**config.mk**
```make
export PLATFORM = sky130hd
export DESIGN_NAME = instr_fetch
export DESIGN_NICKNAME = d
export VERILOG_FILES = /design/src/rtl/instr_fetch.sv
export SDC_FILE = /design/constraint.sdc
export NUM_CORES = 1
export LEC_CHECK = 0
export CAP_MARGIN = 0
export CORE_ASPECT_RATIO = 1.1
export CORE_MARGIN = 4
export CORE_UTILIZATION = 45
export CTS_BUF_LIST = sky130_fd_sc_hd__clkbuf_4 sky130_fd_sc_hd__clkbuf_8
export DETAILED_ROUTE_END_ITERATION = 7
export GPL_TIMING_DRIVEN = 0
export PLACE_DENSITY = 0.81
export SETUP_SLACK_MARGIN = 0.15
export SKIP_CTS_REPAIR_TIMING = 1
export SYNTH_ARGS = -nofsm -noshare
export SYNTH_HDL_FRONTEND = slang
export SYNTH_SLANG_ARGS = --single-unit
```
**constraint.sdc**
```tcl
create_clock -name clk -period 5.6 [get_ports clk]
set_clock_uncertainty 0.2 [all_clocks]
set_input_delay 1.4 -clock clk [delete_from_list [all_inputs] [get_ports clk]]
set_output_delay 1.4 -clock clk [all_outputs]
set_load 0.02 [all_outputs]
```
**src/rtl/instr_fetch.sv**
```systemverilog
// Instruction fetch stage: issues one imem request at a time, buffers responses in a
// 2-entry in-order queue for decode, and handles execute redirects by flushing.
module instr_fetch (
   input  logic        clk,
   input  logic        reset,
   input  logic [31:0] pc,
   output logic [31:0] next_pc,
   output logic        pc_en,
   output logic        imem_req_valid,
   input  logic        imem_req_ready,
   output logic [31:0] imem_req_addr,
   input  logic        imem_rsp_valid,
   input  logic [31:0] imem_rsp_data,
   input  logic        redirect_valid,
   input  logic [31:0] redirect_pc,
   output logic        if_valid,
   input  logic        if_ready,
   output logic [31:0] if_instr,
   output logic [31:0] if_pc
);

   typedef enum logic [1:0] {FETCH, WAIT, DRAIN} state_t;

   state_t      state;
   logic [1:0]  occ;
   logic        head;
   logic [31:0] q_pc    [2];
   logic [31:0] q_instr [2];
   logic [31:0] req_pc;

   logic        in_flight;
   logic [2:0]  committed;
   logic        accept;
   logic        push;
   logic        pop;
   logic        tail;

   assign imem_req_addr = pc;
   assign if_valid      = (occ != 2'd0);
   assign if_instr      = if_valid ? q_instr[head] : 32'd0;
   assign if_pc         = if_valid ? q_pc[head]    : 32'd0;

   // Handshake outputs must react in the same cycle as ready/redirect, so they stay
   // combinational; the request only goes out when a free slot is guaranteed.
   always_comb begin
      in_flight      = (state == WAIT);
      committed      = {1'b0, occ} + {2'b00, in_flight};
      imem_req_valid = !reset && (state == FETCH) && (committed < 3'd2) && !redirect_valid;
      accept         = imem_req_valid && imem_req_ready;
      pc_en          = !reset && (redirect_valid || accept);
      next_pc        = redirect_valid ? (redirect_pc & ~32'd3) : (pc + 32'd4);
      push           = !redirect_valid && (state == WAIT) && imem_rsp_valid;
      pop            = !redirect_valid && if_valid && if_ready;
      tail           = head ^ occ[0];
   end

   always_ff @(posedge clk or posedge reset) begin
      if (reset) begin
         occ  <= 2'd0;
         head <= 1'b0;
         for (int i = 0; i < 2; i++) begin
            q_pc[i]    <= 32'd0;
            q_instr[i] <= 32'd0;
         end
      end else if (redirect_valid) begin
         occ <= 2'd0;
      end else begin
         if (push) begin
            q_pc[tail]    <= req_pc;
            q_instr[tail] <= imem_rsp_data;
         end
         if (pop)
            head <= ~head;
         occ <= occ + {1'b0, push} - {1'b0, pop};
      end
   end

   // A redirect while a request is outstanding must still swallow its response,
   // which is what DRAIN is for.
   always_ff @(posedge clk or posedge reset) begin
      if (reset) begin
         state  <= FETCH;
         req_pc <= 32'd0;
      end else begin
         case (state)
            FETCH: begin
               if (accept) begin
                  req_pc <= pc;
                  state  <= WAIT;
               end
            end
            WAIT: begin
               if (redirect_valid)
                  state <= imem_rsp_valid ? FETCH : DRAIN;
               else if (imem_rsp_valid)
                  state <= FETCH;
            end
            DRAIN: begin
               if (imem_rsp_valid)
                  state <= FETCH;
            end
            default: state <= FETCH;
         endcase
      end
   end

endmodule

```
==> flow_summary.json, run 1 <==
{
  "slew_headroom": 0.4467,
  "synth_edf_count": 0,
  "synth_top_family_by_area": "multiplexers",
  "cp.arrival_ns": 3.77,
  "synthSimpleGateAreaFrac": 0.09455,
  "fin_util": 0.6462,
  "syn_nets": 808,
  "clkTransAtPathRegs_ns": 0.08,
  "clock_tree.root_cell": "clkbuf_8",
  "worstSkewPairLatency_ns": 0.44,
  "yosys.area_share.xor_xnor": 0.01586,
  "maxCapViolations": 0,
  "hold_viol": 0,
  "insertedDiodeCount": 0,
  "cts_buffers": 17,
  "critPathKind": "in2out",
  "grt_pass1_wl_um": 33980,
  "cts_tree": "yes",
  "tightest_slew_ns": 0.8299,
  "yosysSeqAreaShare": 0.4984,
  "area_growth_pct": 39.38,
  "finalCritPeriodShare": 0.9598,
  "synth_compound_area_frac": 0.03459,
  "worstHoldPathCells": 1,
  "routed_wl_um": 21710,
  "power_mw": 4.057,
  "io-pin-count": 233,
  "die_w_um": 137.4,
  "setup-violations-final": 0,
  "drive_above_1_share": 0.2621,
  "regArea_sq_um": 4129,
  "ys.flop_type": "dfrtp_1",
  "gp_congestion": 0.8448,
  "syn_inst": 703,
  "cp-start-kind": "input pin",
  "grt_pass1_vias": 6627,
  "fin_setup_tns_ns": 0,
  "rows": 51,
  "layout.nets": 1065,
  "synthDistinctLibCells": 33,
  "coreArea_sq_um": 17870,
  "power.leakage_nw": 5.228,
  "drt_pass1_iterations": 4,
  "dpl_cell_area_sq_um": 10960,
  "required_ns": 4.00,
  "post_drt_wl_per_cell_um": 17.93,
  "final_cell_mix": "198 x clkdlybuf4s50_1, 165 x dfrtp_1, 162 x mux2_2, 82 x nor2_1, 64 x mux2i_1",
  "status": "completed",
  "port-buffer-count": 229,
  "drt_iter0_drc": 245,
  "cp_max_fo": 10,
  "drc": 0,
  "clkSinkCount": 165,
  "reg2reg_depth": 6,
  "max-clock-path-buffers": 2,
  "syn-cell-area_sq_um": 8284,
  "htreeDepth": 4,
  "async_reset_ff_frac": 1.000,
  "viasPerCell": 5.196,
  "grt_max_degree": 43,
  "power_density_nw_per_um2": 351.3,
  "die_height_um": 150.3,
  "track_usage": 0.2118,
  "antenna_left": 0,
  "final_common_cell": "clkdlybuf4s50_1",
  "dieArea_sq_um": 20650,
  "place.detailed.hpwl_um": 16120,
  "irDropWorstVdd_mv": 0.1534,
  "overflow": 0,
  "initial_core_util": 0.4637,
  "rsz0062_at_grt": "no",
  "max_freq_mhz": 186.1,
  "grt_antenna_before_repair": 0,
  "yosysWarnings": 0,
  "fin_area_sq_um": 11550,
  "multi_input_area_sq_um": 3736,
  "hold_class": "reg2reg",
  "critPathCaptureType": "primary output",
  "fin_crit_ns": 5.375,
  "fill_cells": 1437,
  "synthAdderAreaFrac": 0.004531,
  "num_vias": 6292,
  "synth_mux_area_frac": 0.2975,
  "synth-seq-cells": 165,
  "slew_violations": 0,
  "avgSynthCellArea_sq_um": 11.78
}
-- synthesized netlist by cell type (3+ instances only) --
library cell	count	area share
a31oi_1	15	0.011
and3_1	4	0.0030
and4_1	4	0.0042
buf_1	6	0.0027
buf_2	4	0.0024
buf_4	32	0.029
clkbuf_1	32	0.014
dfrtp_1	165	0.50
ha_1	3	0.0045
inv_1	6	0.0027
mux2_2	162	0.22
mux2i_1	64	0.077
nand2_1	28	0.013
nand3_1	9	0.0054
nand4_1	10	0.0076
nor2_1	83	0.038
nor2b_1	3	0.0023
o21ai_0	15	0.0091
o31ai_1	13	0.012
or4_1	15	0.014
xnor2_1	7	0.0074
xor2_1	8	0.0085
-- state kept, by name (all words and copies together) (netlist names) --
| register | cells |
|---|---|
| head | 1 |
| q_instr | 64 |
| req_pc | 32 |
| q_pc | 64 |
| state | 2 |
| occ | 2 |
-- layout make-up --
cell class | count | share of cell area
Sequential cell | 165 | 0.3576
Multi-Input combinational cell | 455 | 0.3236
Timing Repair Buffer | 238 | 0.2150
Buffer | 76 | 0.03717
Tap cell | 238 | 0.02579
Clock buffer | 22 | 0.02568
Clock inverter | 10 | 0.01257
Inverter | 7 | 0.002601
-- final timing paths --
kind,slack (ns),startpoint,endpoint
min,0.31,q_pc[34]$_DFFE_PP0P_,q_pc[34]$_DFFE_PP0P_
min in group asynchronous,1.22,reset,state[1]$_DFFE_PP0P_
min reg2reg,0.31,q_pc[34]$_DFFE_PP0P_,q_pc[34]$_DFFE_PP0P_
max,0.23,reset,pc_en
max reg2reg,3.09,head$_DFFE_PP0P_,q_instr[31]$_DFFE_PP0P_
max in group asynchronous,3.16,reset,q_instr[29]$_DFFE_PP0P_
-- report_power, final --
group	leakage (nW)	switching, mW	internal (mW)	total, mW
Sequential	2.11	0.221	1.63	1.85
Clock	0.219	0.431	0.497	0.928
Combinational	2.90	0.550	0.726	1.28
Total	5.23	1.20	2.85	4.06
-- through the flow --
stage	hold WS, ns	setup slack [ns]	instances
detailed placement	0.2920	-0.4986	1174
global route	0.3163	0.1505	1211
floorplan	0.2787	0.4218	703
global placement	0.2858	-0.4553	1170
finish	0.3061	0.2253	1211
CTS	0.3113	-0.5245	1206
-- cells by family (layout without fill, tap and decap cells) --
group | after synthesis | in the layout
multiplexers | 226 | 226
flip-flops | 165 | 165
AND/OR/NAND/NOR | 165 | 165
buffers and inverters | 83 | 353
AO/OA/AOI/OAI | 46 | 46
XOR/XNOR | 15 | 15
adder cells (fa/ha/maj) | 3 | 3
-- metal layers --
metal  up-vias  wire (um)  global-route usage
li1       2977          -                   -
met1      3103       9277              0.2691
met2       183      10810              0.3553
met3        29       1188             0.04880
met4         0        440             0.07435
met5         -          0                   0
-- worst max-delay path, stage by stage --
cell,delay (ns)
clkdlybuf4s50_1,0.51
nor4b_4,0.41
nand2_2,0.26
clkbuf_2,0.30
a21oi_1,0.21
clkdlybuf4s50_1,0.67
Note: power is estimated with default switching activity, not from simulation.
==> run 2, diff against run 1 <==
--- a/config.mk
+++ b/config.mk
@@ -15,6 +15,7 @@
 export PLACE_DENSITY = 0.81
 export SETUP_SLACK_MARGIN = 0.15
 export SKIP_CTS_REPAIR_TIMING = 1
+export SLEW_MARGIN = 15
 export SYNTH_ARGS = -nofsm -noshare
 export SYNTH_HDL_FRONTEND = slang
 export SYNTH_SLANG_ARGS = --single-unit
==> run 2 against run 1 <==
Effect of this change:
- global-route usage decreased by 0.33 points
- hold slack improved by 0.0012 ns
- via count increased by 1.1%
- worst setup slack improved by 0.0023 ns
- critical endpoint unchanged
- final cell count unchanged
- critical path type unchanged
==> flow_summary.json, run 2 (synthesis gave the netlist of run 1 again) <==
{
  "required_ns": 4.00,
  "drc": 0,
  "post_drt_wl_per_cell_um": 17.91,
  "hold_viol": 0,
  "cp.arrival_ns": 3.77,
  "irDropWorstVdd_mv": 0.1533,
  "cp_max_fo": 10,
  "switching_share": 0.3010,
  "p_int_mw": 2.783,
  "fin_crit_ns": 5.372,
  "critPathKind": "in2out",
  "final_cell_mix": "198 x clkdlybuf4s50_1, 165 x dfrtp_1, 162 x mux2_2, 82 x nor2_1, 64 x mux2i_1",
  "finalCritPeriodShare": 0.9593,
  "fin_cells": 1211,
  "setup-violations-final": 0,
  "track_usage": 0.2085,
  "path_cells": "clkdlybuf4s50_1 > nor4b_4 > nand2_2 > clkbuf_2 > a21oi_1 > clkdlybuf4s50_1",
  "dp.cells": 1174,
  "coreArea_sq_um": 17870,
  "worstSkewPairLatency_ns": 0.45,
  "num_vias": 6361,
  "cp_slowest_cell": "clkdlybuf4s50_1",
  "insertedDiodeCount": 0,
  "power.leakage_nw": 5.209,
  "layout.nets": 1065,
  "drt_pass1_iterations": 4,
  "final_common_cell": "clkdlybuf4s50_1",
  "drt_iter0_drc": 251,
  "area_growth_pct": 38.91,
  "timing.critical_path.mode_cell": "clkdlybuf4s50_1",
  "clock_tree.root_cell": "clkbuf_8",
  "multi_input_area_sq_um": 3730,
  "viasPerCell": 5.253,
  "max-clock-path-buffers": 2,
  "gp_congestion": 0.8448,
  "critPathMaxStageDelay_ns": 0.65,
  "pwr-share-clk": 0.214,
  "overflow": 0,
  "antenna_left": 0,
  "cp-start-kind": "input pin",
  "power_frac_comb": 0.320,
  "initial_core_util": 0.4637,
  "io-pin-count": 233,
  "htreeDepth": 4,
  "clkTransAtPathRegs_ns": 0.08,
  "grt_max_degree": 39,
  "place.detailed.hpwl_um": 16110,
  "power_switching_mw": 1.198,
  "fin_util": 0.6440,
  "clkSinkCount": 165,
  "critPathCaptureType": "primary output",
  "dieArea_sq_um": 20650,
  "drive_above_1_share": 0.2610,
  "hold_class": "reg2reg",
  "cts_tree": "yes",
  "cts_buffers": 17,
  "tightest_slew_ns": 0.8415,
  "status": "completed",
  "path_delay_family": "buffers and inverters",
  "port-buffer-count": 229,
  "power_density_nw_per_um2": 346.0,
  "rows": 51,
  "rsz0062_at_grt": "no",
  "grt_pass1_wl_um": 33450,
  "grt_antenna_before_repair": 0,
  "slew_headroom": 0.4390,
  "regArea_sq_um": 4129,
  "die_height_um": 150.3,
  "fill_cells": 1438,
  "reg_top3": "q_instr x64, q_pc x64, req_pc x32",
  "max_freq_mhz": 186.1,
  "routed_wl_um": 21690,
  "pwr-share-seq": 0.465,
  "crit_buf_inv": 3,
  "slew_violations": 0,
  "grt_pass1_vias": 6525,
  "maxCapViolations": 0,
  "die_w_um": 137.4
}
run 2: cell count changes in the layout (fill, tap and decap cells not counted):
cell / before / now
bufinv_16: 3 / 1
clkbuf_4: 1 / 0
nor4_2: 1 / 0
nor4_1: 1 / 2
clkbuf_8: 21 / 23
clkinvlp_4: 3 / 4
run 2: final cells by class:
type / instances / area share
multi-input cells: 455 / 0.3241
plain buffers: 76 / 0.03729
well taps: 238 / 0.02588
inverters: 7 / 0.002610
clock buffers: 23 / 0.02751
repair buffers: 238 / 0.2157
flip-flops and latches: 165 / 0.3588
clock inverters: 9 / 0.008046
run 2: power by group through the flow:
stage | registers (mW) | logic [mW] | clock network [mW]
6_report | 1.85 | 1.28 | 0.853
5_1_grt | 1.91 | 1.39 | 0.927
4_1_cts | 1.85 | 1.29 | 0.872
3_5_place_dp | 1.87 | 1.29 | 0
3_3_place_gp | 1.85 | 1.25 | 0
2_1_floorplan | 1.81 | 0.926 | 0
run 2: path summary, 6_finish.rpt:
| path | start | endpoint | slack [ns] | cells past startpoint |
|---|---|---|---|---|
| worst max-delay path | reset | pc_en | 0.23 | 6 |
| worst min-delay path | q_pc[34]$_DFFE_PP0P_ | q_pc[34]$_DFFE_PP0P_ | 0.31 | 1 |
| worst max register to register | head$_DFFE_PP0P_ | q_pc[4]$_DFFE_PP0P_ | 3.06 | 6 |
| worst min register to register | q_pc[34]$_DFFE_PP0P_ | q_pc[34]$_DFFE_PP0P_ | 0.31 | 1 |
| max in group asynchronous | reset | q_instr[10]$_DFFE_PP0P_ | 3.01 | 4 |
| min in group asynchronous | reset | state[1]$_DFFE_PP0P_ | 1.33 | 2 |
run 2: per-stage QoR:
| stage | hold slack, ns | total power [mW] | TNS, ns | setup slack, ns | area [sq um] |
|---|---|---|---|---|---|
| 3_5_place_dp | 0.2921 | 3.164 | -5.781 | -0.4951 | 10960 |
| 6_report | 0.3074 | 3.982 | 0 | 0.2277 | 11510 |
| 3_3_place_gp | 0.2858 | 3.101 | -5.188 | -0.4553 | 10880 |
| 2_1_floorplan | 0.2787 | 2.733 | 0 | 0.4218 | 8288 |
| 5_1_grt | 0.3164 | 4.226 | 0 | 0.1504 | 11510 |
| 4_1_cts | 0.3109 | 4.016 | -5.957 | -0.5002 | 11370 |
run 2: per-layer routing:
layer  track usage  wire length (um)  vias to the layer above
met3       0.05047              1327                       29
met2        0.3589             10990                      191
met4       0.06637               428                        0
met5             0                 0                        -
li1              -                 -                     2988
met1        0.2581              8947                     3153
